$ cat config.mk
export PLATFORM = sky130hd
export DESIGN_NAME = alu_sequencer_flat
export DESIGN_NICKNAME = d
export VERILOG_FILES = /design/src/rtl/alu_sequencer_pkg.sv /design/src/rtl/alu_sequencer_if.sv /design/src/rtl/alu_sequencer.sv /design/src/flat_wrapper.sv
export SDC_FILE = /design/constraint.sdc
export NUM_CORES = 1
export LEC_CHECK = 0
export CAP_MARGIN = 30
export CORE_UTILIZATION = 34
export CTS_CLUSTER_DIAMETER = 60
export DETAILED_ROUTE_END_ITERATION = 10
export GPL_TIMING_DRIVEN = 0
export HOLD_SLACK_MARGIN = 0.15
export PLACE_DENSITY = 0.6
export SLEW_MARGIN = 20
export SYNTH_ARGS = -nofsm -noshare
export SYNTH_HDL_FRONTEND = slang
export SYNTH_SLANG_ARGS = --single-unit
$ cat constraint.sdc
create_clock -name clk -period 2.5 [get_ports clk]
set_input_delay 0.5 -clock clk [delete_from_list [all_inputs] [get_ports clk]]
set_output_delay 0.5 -clock clk [all_outputs]
set_load 0.05 [all_outputs]
$ cat src/rtl/alu_sequencer_pkg.sv
// Shared constants for the ALU sequencer: ALU control codes, request
// opcodes, the ALU drive bundle and the opcode-to-ALU mapping.
package alu_sequencer_pkg;

  localparam logic [2:0] ALU_ADD = 3'd0;
  localparam logic [2:0] ALU_SR  = 3'd1;
  localparam logic [2:0] ALU_AND = 3'd2;
  localparam logic [2:0] ALU_OR  = 3'd3;
  localparam logic [2:0] ALU_XOR = 3'd4;

  localparam logic [3:0] OP_ADC = 4'h0;
  localparam logic [3:0] OP_SBC = 4'h1;
  localparam logic [3:0] OP_AND = 4'h2;
  localparam logic [3:0] OP_ORA = 4'h3;
  localparam logic [3:0] OP_EOR = 4'h4;
  localparam logic [3:0] OP_ASL = 4'h5;
  localparam logic [3:0] OP_LSR = 4'h6;
  localparam logic [3:0] OP_ROL = 4'h7;
  localparam logic [3:0] OP_ROR = 4'h8;
  localparam logic [3:0] OP_INC = 4'h9;
  localparam logic [3:0] OP_DEC = 4'hA;
  localparam logic [3:0] OP_CMP = 4'hB;
  localparam logic [3:0] OP_ADW = 4'hC;

  typedef struct packed {
    logic [2:0] ctrl;
    logic [7:0] ai;
    logic [7:0] bi;
    logic       ci;
  } alu_drive_t;

  function automatic logic is_legal(input logic [3:0] op);
    return op <= OP_ADW;
  endfunction

  // Ops whose carry comes from the ALU; all others pass p_c through.
  function automatic logic writes_carry(input logic [3:0] op);
    return (op == OP_ADC) || (op == OP_SBC) || (op == OP_CMP) || (op == OP_ASL) ||
           (op == OP_LSR) || (op == OP_ROL) || (op == OP_ROR) || (op == OP_ADW);
  endfunction

  // Ops whose overflow comes from the ALU; all others pass p_v through.
  function automatic logic writes_overflow(input logic [3:0] op);
    return (op == OP_ADC) || (op == OP_SBC) || (op == OP_ADW);
  endfunction

  // Low-byte ALU drive for each opcode. ADW's low byte is a plain ADC.
  function automatic alu_drive_t map_op(input logic [3:0] op, input logic [7:0] a,
                                        input logic [7:0] b, input logic c);
    alu_drive_t d;
    d = '{ctrl: ALU_ADD, ai: a, bi: b, ci: 1'b0};
    case (op)
      OP_ADC, OP_ADW: d.ci = c;
      OP_SBC: begin d.bi = ~b; d.ci = c; end
      OP_AND: d.ctrl = ALU_AND;
      OP_ORA: d.ctrl = ALU_OR;
      OP_EOR: d.ctrl = ALU_XOR;
      OP_ASL: d.bi = a;
      OP_ROL: begin d.bi = a; d.ci = c; end
      OP_LSR: begin d.ctrl = ALU_SR; d.bi = 8'h00; end
      OP_ROR: begin d.ctrl = ALU_SR; d.bi = 8'h00; d.ci = c; end
      OP_INC: begin d.bi = 8'h00; d.ci = 1'b1; end
      OP_DEC: d.bi = 8'hFF;
      OP_CMP: begin d.bi = ~b; d.ci = 1'b1; end
      default: ;
    endcase
    return d;
  endfunction

endpackage

$ cat src/rtl/alu_sequencer_if.sv
// Request/response bus between the instruction decoder (master) and the
// ALU sequencer (slave).
interface alu_sequencer_if;
  logic        req_valid;
  logic        req_ready;
  logic [3:0]  req_op;
  logic [15:0] req_a;
  logic [15:0] req_b;
  logic        p_c;
  logic        p_v;
  logic        rsp_valid;
  logic [15:0] rsp_y;
  logic        rsp_n;
  logic        rsp_v;
  logic        rsp_z;
  logic        rsp_c;
  logic        rsp_err;

  modport master (
    output req_valid, req_op, req_a, req_b, p_c, p_v,
    input  req_ready, rsp_valid, rsp_y, rsp_n, rsp_v, rsp_z, rsp_c, rsp_err
  );

  modport slave (
    input  req_valid, req_op, req_a, req_b, p_c, p_v,
    output req_ready, rsp_valid, rsp_y, rsp_n, rsp_v, rsp_z, rsp_c, rsp_err
  );
endinterface

$ cat src/rtl/alu_sequencer.sv
// Sequential front end to the 6502 ALU: accepts one request at a time,
// drives the ALU from registers, and returns a result with N/V/Z/C flags.
module alu_sequencer
  import alu_sequencer_pkg::*;
(
  input  logic             clk,
  input  logic             rst,
  alu_sequencer_if.slave   bus,
  output logic [2:0]       alu_control,
  output logic [7:0]       alu_AI,
  output logic [7:0]       alu_BI,
  output logic             alu_carry_in,
  input  logic [7:0]       alu_Y,
  input  logic             alu_carry_out,
  input  logic             alu_overflow
);

  typedef enum logic [1:0] {IDLE, EXEC, EXEC_HI, DONE} state_e;

  state_e      state;
  logic [3:0]  op_q;
  logic [15:0] a_q;
  logic [15:0] b_q;
  logic        pc_q;
  logic        pv_q;
  logic [7:0]  lo_q;
  alu_drive_t  drv;

  // ALU drive for the request currently on the bus.
  always_comb drv = map_op(bus.req_op, bus.req_a[7:0], bus.req_b[7:0], bus.p_c);

  // Sequencer FSM with registered ALU drive and response outputs.
  // Illegal ops occupy the EXEC slot without touching the ALU so that every
  // non-ADW response appears with the same latency.
  always_ff @(posedge clk or posedge rst) begin
    if (rst) begin
      state         <= IDLE;
      op_q          <= '0;
      a_q           <= '0;
      b_q           <= '0;
      pc_q          <= 1'b0;
      pv_q          <= 1'b0;
      lo_q          <= '0;
      alu_control   <= ALU_ADD;
      alu_AI        <= '0;
      alu_BI        <= '0;
      alu_carry_in  <= 1'b0;
      bus.req_ready <= 1'b1;
      bus.rsp_valid <= 1'b0;
      bus.rsp_y     <= '0;
      bus.rsp_n     <= 1'b0;
      bus.rsp_v     <= 1'b0;
      bus.rsp_z     <= 1'b0;
      bus.rsp_c     <= 1'b0;
      bus.rsp_err   <= 1'b0;
    end else begin
      // NOTE: non-blocking assignments so every register samples pre-edge values.
      case (state)
        IDLE: begin
          if (bus.req_valid) begin
            op_q          <= bus.req_op;
            a_q           <= bus.req_a;
            b_q           <= bus.req_b;
            pc_q          <= bus.p_c;
            pv_q          <= bus.p_v;
            bus.req_ready <= 1'b0;
            bus.rsp_err   <= 1'b0;
            if (is_legal(bus.req_op)) begin
              alu_control  <= drv.ctrl;
              alu_AI       <= drv.ai;
              alu_BI       <= drv.bi;
              alu_carry_in <= drv.ci;
            end
            state <= EXEC;
          end
        end
        EXEC: begin
          if (!is_legal(op_q)) begin
            bus.rsp_valid <= 1'b1;
            bus.rsp_y     <= '0;
            bus.rsp_n     <= 1'b0;
            bus.rsp_v     <= pv_q;
            bus.rsp_z     <= 1'b0;
            bus.rsp_c     <= pc_q;
            bus.rsp_err   <= 1'b1;
            state         <= DONE;
          end else if (op_q == OP_ADW) begin
            lo_q         <= alu_Y;
            alu_control  <= ALU_ADD;
            alu_AI       <= a_q[15:8];
            alu_BI       <= b_q[15:8];
            alu_carry_in <= alu_carry_out;
            state        <= EXEC_HI;
          end else begin
            bus.rsp_valid <= 1'b1;
            bus.rsp_y     <= {8'h00, (op_q == OP_CMP) ? a_q[7:0] : alu_Y};
            bus.rsp_n     <= alu_Y[7];
            bus.rsp_z     <= (alu_Y == 8'h00);
            bus.rsp_c     <= writes_carry(op_q) ? alu_carry_out : pc_q;
            bus.rsp_v     <= writes_overflow(op_q) ? alu_overflow : pv_q;
            state         <= DONE;
          end
        end
        EXEC_HI: begin
          bus.rsp_valid <= 1'b1;
          bus.rsp_y     <= {alu_Y, lo_q};
          bus.rsp_n     <= alu_Y[7];
          bus.rsp_z     <= (alu_Y == 8'h00) && (lo_q == 8'h00);
          bus.rsp_c     <= alu_carry_out;
          bus.rsp_v     <= alu_overflow;
          state         <= DONE;
        end
        DONE: begin
          bus.rsp_valid <= 1'b0;
          bus.req_ready <= 1'b1;
          state         <= IDLE;
        end
        default: state <= IDLE;
      endcase
    end
  end

endmodule

$ cat src/flat_wrapper.sv
// flat-port wrapper written by rule: the top's interface ports become plain ports
module alu_sequencer_flat import alu_sequencer_pkg::*;
  (clk, rst, alu_control, alu_AI, alu_BI, alu_carry_in, alu_Y, alu_carry_out, alu_overflow, bus_req_valid, bus_req_op, bus_req_a, bus_req_b, bus_p_c, bus_p_v, bus_req_ready, bus_rsp_valid, bus_rsp_y, bus_rsp_n, bus_rsp_v, bus_rsp_z, bus_rsp_c, bus_rsp_err);
  alu_sequencer_if bus_i ();
  input  logic clk;
  input  logic rst;
  output logic [2:0] alu_control;
  output logic [7:0] alu_AI;
  output logic [7:0] alu_BI;
  output logic alu_carry_in;
  input  logic [7:0] alu_Y;
  input  logic alu_carry_out;
  input  logic alu_overflow;
  input wire logic [$bits(bus_i.req_valid)-1:0] bus_req_valid;
  input wire logic [$bits(bus_i.req_op)-1:0] bus_req_op;
  input wire logic [$bits(bus_i.req_a)-1:0] bus_req_a;
  input wire logic [$bits(bus_i.req_b)-1:0] bus_req_b;
  input wire logic [$bits(bus_i.p_c)-1:0] bus_p_c;
  input wire logic [$bits(bus_i.p_v)-1:0] bus_p_v;
  output wire logic [$bits(bus_i.req_ready)-1:0] bus_req_ready;
  output wire logic [$bits(bus_i.rsp_valid)-1:0] bus_rsp_valid;
  output wire logic [$bits(bus_i.rsp_y)-1:0] bus_rsp_y;
  output wire logic [$bits(bus_i.rsp_n)-1:0] bus_rsp_n;
  output wire logic [$bits(bus_i.rsp_v)-1:0] bus_rsp_v;
  output wire logic [$bits(bus_i.rsp_z)-1:0] bus_rsp_z;
  output wire logic [$bits(bus_i.rsp_c)-1:0] bus_rsp_c;
  output wire logic [$bits(bus_i.rsp_err)-1:0] bus_rsp_err;
  assign bus_i.req_valid = bus_req_valid;
  assign bus_i.req_op = bus_req_op;
  assign bus_i.req_a = bus_req_a;
  assign bus_i.req_b = bus_req_b;
  assign bus_i.p_c = bus_p_c;
  assign bus_i.p_v = bus_p_v;
  assign bus_req_ready = bus_i.req_ready;
  assign bus_rsp_valid = bus_i.rsp_valid;
  assign bus_rsp_y = bus_i.rsp_y;
  assign bus_rsp_n = bus_i.rsp_n;
  assign bus_rsp_v = bus_i.rsp_v;
  assign bus_rsp_z = bus_i.rsp_z;
  assign bus_rsp_c = bus_i.rsp_c;
  assign bus_rsp_err = bus_i.rsp_err;
  alu_sequencer u_core (.clk(clk), .rst(rst), .bus(bus_i), .alu_control(alu_control), .alu_AI(alu_AI), .alu_BI(alu_BI), .alu_carry_in(alu_carry_in), .alu_Y(alu_Y), .alu_carry_out(alu_carry_out), .alu_overflow(alu_overflow));
endmodule
==> results.sh, run 1 <==
export IMPL_outcome="completed"
export IMPL_grt_pass1_vias=3477
export IMPL_cts_setup_buffers=0
export IMPL_finalSetupViolations=0
export IMPL_cp_end_kind="output pin"
export IMPL_cp_slowest_cell="clkdlybuf4s50_1"
export IMPL_antenna_left=0
export IMPL_portBuffers=91
export IMPL_ys_types=46
export IMPL_post_cts_resized=0
export IMPL_first_pass_iters=4
export IMPL_path_clk_slew_ps=60
export IMPL_worstSetupPathType="register to output pin"
export IMPL_drc=0
export IMPL_routed_wirelength_um=11000
export IMPL_finalCriticalPeriod_ps=2170
export IMPL_dr_first_iter_drc_count=241
export IMPL_drive_gt1_frac=0.196
export IMPL_yosys_register_bits=83
export IMPL_skew_ps=5.20
export IMPL_netlist_area_sq_um=4150
export IMPL_start_util=0.355
export IMPL_cp_top_family="buffers and inverters"
export IMPL_fin_tns_setup_ps=0
export IMPL_vias_per_cell=5.25
export IMPL_rows=39
export IMPL_path_cells="clkdlybuf4s50_1"
export IMPL_synth_edf_count=0
export IMPL_cpPeakStageDelay_ps=790
export IMPL_crit_fanout=2
export IMPL_grtUsageTotal=0.184
export IMPL_slew_violations=0
export IMPL_clock_root_buffer="clkbuf_16"
export IMPL_hpwl_um=8230
export IMPL_syn_nets=446
export IMPL_grt_antenna_before_repair=0
export IMPL_avgSynthCellArea_sq_um=10.6
export IMPL_power_density_nw_per_um2=1350
export IMPL_async_flop_share=1.00
export IMPL_wire_per_inst_um=17.0
export IMPL_hold_viol_final=0
export IMPL_setup_worst_path_start_class="register"
export IMPL_core_sq_um=11700
export IMPL_place_congestion=0.818
export IMPL_worst_path_buf_inv=1
export IMPL_vias=3377
export IMPL_die_w_um=112
export IMPL_n_antenna_cell=0
export IMPL_io_pins=94
export IMPL_worst_pin_slew_ps=653
export IMPL_fillers=1086
export IMPL_post_route_util=0.477
export IMPL_power_w=0.00752
export IMPL_syn_inst=391
export IMPL_hp_class="register to register"
export IMPL_ctsHtreeMaxLevel=3
export IMPL_post_place_ws_ps=-34.0
export IMPL_cts_tree="built"
export IMPL_p_leak_nw=2.32
export IMPL_cts_buffers=9
export IMPL_worstSkewPairLatency_ps=340
export IMPL_fin_crit_sh=0.866
export IMPL_final_common_cell="clkdlybuf4s50_1"
export IMPL_worst_ep_required_time_ps=2000
export IMPL_arrival_ps=1670
export IMPL_layout_common_cells="clkdlybuf4s50_1 (91), dfrtp_1 (82), nand2_1 (62), mux2_2 (44), o21ai_0 (28)"
export IMPL_clock_fmax_mhz=462
export IMPL_fin_ws_ps=334
export IMPL_max_slew_margin=0.564
export IMPL_overflow=0
export IMPL_clock_sinks=83
export IMPL_max_cap_viol_count=0
export IMPL_rsz0062_at_grt="false"
export IMPL_grt_max_degree=32
export IMPL_ys_seq_area_frac=0.501
export IMPL_die_y_um=112
export IMPL_clockBufferDepth=2
export IMPL_synth_main_ff_cell="dfrtp_1"
export IMPL_yosys_warnings=0
export IMPL_syn_to_final_growth_pct=34.2
export IMPL_final_nets=550
export IMPL_grt_pass1_wl_um=18000
export IMPL_ir_drop_uv=596
export IMPL_dieArea_sq_um=12600
export IMPL_hold_buffers=0
synth_stat cells (3+ instances only):
cell	number	area (sq um)
buf_6	3	33.8
o21ai_0	28	140
buf_2	14	70.1
ha_1	4	50.1
a22oi_1	15	113
nand2_1	62	233
nor2_1	23	86.3
dfrtp_1	82	2050
mux2i_1	11	110
clkbuf_1	9	33.8
a221oi_2	8	120
a21oi_1	15	75.1
nor4_1	4	25.0
a31oi_1	9	56.3
a211o_1	7	61.3
inv_1	10	37.5
mux2_2	44	495
o21ai_1	8	40.0
logic make-up after synthesis:
logic type / Yosys count / share of synthesized area
AO/OA/AOI/OAI: 107 / 0.181
adder cells (fa/ha/maj): 4 / 0.0121
XOR/XNOR: 1 / 0.00211
buffers and inverters: 38 / 0.0477
flip-flops: 83 / 0.501
AND/OR/NAND/NOR: 103 / 0.110
multiplexers: 55 / 0.146
power breakdown:
part | switching, W | total [W] | internal [W] | leakage, nW
Sequential | 0.000387 | 0.00238 | 0.00199 | 0.996
Clock | 0.000518 | 0.00127 | 0.000752 | 0.143
Combinational | 0.00241 | 0.00387 | 0.00146 | 1.18
final timing paths:
kind / startpoint / to / slack, ps / cells after the start
min: u_core.bus.rsp_y[9]$_DFFE_PP0P_ / u_core.bus.rsp_y[9]$_DFFE_PP0P_ / 480 / 2
max: u_core.bus.req_ready$_DFFE_PP1P_ / bus_req_ready / 330 / 1
max reg2reg: u_core.state[1]$_DFFE_PP0P_ / u_core.alu_BI[5]$_DFFE_PP0P_ / 340 / 6
max in group asynchronous: rst / u_core.bus.req_ready$_DFFE_PP1P_ / 1300 / 3
min reg2reg: u_core.bus.rsp_y[9]$_DFFE_PP0P_ / u_core.bus.rsp_y[9]$_DFFE_PP0P_ / 480 / 2
min in group asynchronous: rst / u_core.a_q[5]$_DFFE_PP0P_ / 600 / 2
per-stage QoR:
step / hold slack, ps / instances / area, sq um
6_report: 478 / 643 / 5560
5_1_grt: 522 / 643 / 5560
4_1_cts: 484 / 643 / 5560
3_5_place_dp: 471 / 627 / 5280
3_3_place_gp: 465 / 625 / 5240
2_1_floorplan: 475 / 391 / 4150
metal layers:
layer / share of wire / wire length (um) / vias to the layer above / GRT usage
met5: 0 / 0 / - / 0
met4: 0.013 / 142 / 0 / 0.0587
met3: 0.069 / 761 / 14 / 0.0572
met2: 0.46 / 5070 / 114 / 0.295
met1: 0.45 / 4980 / 1635 / 0.236
li1: - / - / 1614 / -
flip-flops by register name (all words and copies together) (netlist names), 2 cells and up:
register            flops
u_core.op_q             4
u_core.alu_AI           8
u_core.a_q             16
u_core.state            2
u_core.alu_control      3
u_core.alu_BI           8
u_core.bus.rsp_y       16
u_core.lo_q             8
u_core.b_q              8
area by class of cell:
class	instances	area, sq um	share of cell area
Sequential cell	83	2080	0.374
Multi-Input combinational cell	270	1870	0.336
Timing Repair Buffer	93	951	0.171
Clock buffer	14	274	0.0493
Tap cell	143	179	0.0322
Buffer	28	160	0.0288
Inverter	10	41.3	0.00742
Clock inverter	2	10.0	0.00180
worst reg2reg max path: stages, from the launching register on:
cell      delay, ps
dfrtp_1         410
inv_1           110
ha_1            290
clkbuf_1        440
clkbuf_1        500
nand2_1         130
a31oi_1         190
Note: power is estimated with default switching activity, not from simulation.
==> run 2, diff against run 1 <==
Settings changed: REMOVE_ABC_BUFFERS set to 1.
==> run 2 against run 1 <==
Via count fell by 4.7%. Clock power barely moved. Routed wire length fell by 7.4%. Worst setup slack got worse by 110 ps. Global-route usage fell by 1.8 points. Sequential share of layout area rose by 0.27 points. Sequential cell count did not move. Die area did not move.
==> results.sh, run 2 (synthesis results as in run 1) <==
export IMPL_ctsHtreeMaxLevel=3
export IMPL_power_density_nw_per_um2=1360
export IMPL_hp_class="register to register"
export IMPL_portBuffers=93
export IMPL_path_clk_slew_ps=60
export IMPL_routed_wirelength_um=10200
export IMPL_post_route_util=0.474
export IMPL_rsz0062_at_grt="false"
export IMPL_fin_tns_setup_ps=0
export IMPL_setup_worst_path_start_class="input port"
export IMPL_worstSkewPairLatency_ps=340
export IMPL_top_regs="u_core.a_q x16, u_core.bus.rsp_y x16"
export IMPL_fillers=1081
export IMPL_layout_common_cells="clkdlybuf4s50_1 (90), dfrtp_1 (82), nand2_1 (61), mux2_2 (44), o21ai_0 (28)"
export IMPL_overflow=0
export IMPL_syn_to_final_growth_pct=33.2
export IMPL_worst_path_buf_inv=2
export IMPL_cp_end_kind="register"
export IMPL_die_w_um=112
export IMPL_start_util=0.355
export IMPL_grtUsageTotal=0.166
export IMPL_r2r_end="u_core.alu_carry_in$_DFFE_PP0P_"
export IMPL_drive_gt1_frac=0.184
export IMPL_outcome="completed"
export IMPL_final_nets=528
export IMPL_vias_per_cell=5.18
export IMPL_crit_end="u_core.alu_carry_in$_DFFE_PP0P_"
export IMPL_max_cap_viol_count=0
export IMPL_io_pins=94
export IMPL_clock_fmax_mhz=439
export IMPL_n_antenna_cell=0
export IMPL_fin_crit_sh=0.911
export IMPL_ir_drop_uv=552
export IMPL_p_leak_nw=2.26
export IMPL_dieArea_sq_um=12600
export IMPL_worst_ep_required_time_ps=2710
export IMPL_path_cells="clkdlybuf4s15_1 -> o211ai_1 -> a21boi_0 -> a21oi_4 -> buf_16 -> o21ai_0 -> o22ai_1"
export IMPL_cts_setup_buffers=0
export IMPL_wire_per_inst_um=16.3
export IMPL_hpwl_um=7140
export IMPL_cp_top_family="compound AO/OA/AOI/OAI gates"
export IMPL_grt_pass1_vias=3229
export IMPL_first_pass_iters=4
export IMPL_grt_antenna_before_repair=0
export IMPL_finalSetupViolations=0
export IMPL_skew_ps=9.00
export IMPL_max_slew_margin=0.448
export IMPL_cts_tree="built"
export IMPL_final_common_cell="clkdlybuf4s50_1"
export IMPL_grt_max_degree=54
export IMPL_grt_pass1_wl_um=16500
export IMPL_core_sq_um=11700
export IMPL_hold_viol_final=0
export IMPL_antenna_left=0
export IMPL_crit_cells=7
export IMPL_dr_first_iter_drc_count=116
export IMPL_worstSetupPathType="input port to register"
export IMPL_finalCriticalPeriod_ps=2280
export IMPL_slew_violations=0
export IMPL_vias=3219
export IMPL_hold_buffers=0
export IMPL_cpPeakStageDelay_ps=680
export IMPL_cp_slowest_cell="clkdlybuf4s15_1"
export IMPL_die_y_um=112
export IMPL_worst_pin_slew_ps=828
export IMPL_drc=0
export IMPL_cp_startpoint="bus_req_op[3]"
export IMPL_cts_buffers=9
export IMPL_rr_worst_depth=7
export IMPL_r2r_setup_slack_ps=280
export IMPL_clock_root_buffer="clkbuf_16"
export IMPL_clock_sinks=83
export IMPL_arrival_ps=2480
export IMPL_place_congestion=0.724
export IMPL_rows=39
export IMPL_clockBufferDepth=2
export IMPL_regToRegStartpoint="u_core.state[1]$_DFFE_PP0P_"
export IMPL_crit_fanout=25
==> run 2: metrics by stage <==
stage	power [W]	worst slack [ps]	hold slack (ps)	std cells	area [sq um]
after floorplan	0.00492	-548	476	363	3990
after global placement	0.00603	-1960	461	599	5090
after detailed placement	0.00632	-591	473	604	5230
after CTS	0.00762	24.1	489	620	5510
after global routing	0.00801	20.2	511	621	5520
final	0.00753	223	482	621	5520
==> run 2: layer usage <==
| layer | share of wire | GRT usage | vias to the layer above |
|---|---|---|---|
| li1 | - | - | 1573 |
| met4 | 0.011 | 0.0516 | 0 |
| met2 | 0.48 | 0.272 | 77 |
| met3 | 0.048 | 0.0405 | 9 |
| met1 | 0.46 | 0.216 | 1560 |
| met5 | 0 | 0 | - |
==> run 2: worst min-delay path, stage by stage (launching register included) <==
cell and delay (ps):
dfrtp_1 340, nand2_1 50, o21ai_0 60
==> run 2: timing repair <==
| action | CTS | global route |
|---|---|---|
| hold endpoints to repair | 0 | 0 |
| setup endpoints to repair | 20 | 14 |
| cloned | 0 | 0 |
| gates resized for setup | 3 | 3 |
==> run 2: cell type report <==
| cell class | instances | area [sq um] | share of cell area |
|---|---|---|---|
| repair buffers | 99 | 1060 | 0.191 |
| clock buffers | 10 | 239 | 0.0433 |
| clock inverters | 6 | 47.5 | 0.00861 |
| flip-flops and latches | 83 | 2080 | 0.376 |
| well taps | 143 | 179 | 0.0324 |
| multi-input cells | 270 | 1880 | 0.341 |
| inverters | 10 | 40.0 | 0.00725 |
==> run 2: worst min-delay path by stage <==
stage | startpoint | to | cells after the start
final | u_core.bus.rsp_y[9]$_DFFE_PP0P_ | u_core.bus.rsp_y[9]$_DFFE_PP0P_ | 2
after global routing | u_core.bus.rsp_y[9]$_DFFE_PP0P_ | u_core.bus.rsp_y[9]$_DFFE_PP0P_ | 2
after CTS | u_core.bus.rsp_y[5]$_DFFE_PP0P_ | u_core.bus.rsp_y[5]$_DFFE_PP0P_ | 2
after detailed placement | u_core.bus.rsp_y[5]$_DFFE_PP0P_ | u_core.bus.rsp_y[5]$_DFFE_PP0P_ | 2
after global placement | u_core.bus.rsp_y[9]$_DFFE_PP0P_ | u_core.bus.rsp_y[9]$_DFFE_PP0P_ | 2
after floorplan | u_core.a_q[0]$_DFFE_PP0P_ | u_core.a_q[0]$_DFFE_PP0P_ | 1
==> run 2: report_power, final <==
part           internal (W)  switching [W]  leakage [nW]
logic               0.00153        0.00233          1.14
registers           0.00199       0.000415         0.996
clock network      0.000707       0.000561         0.128
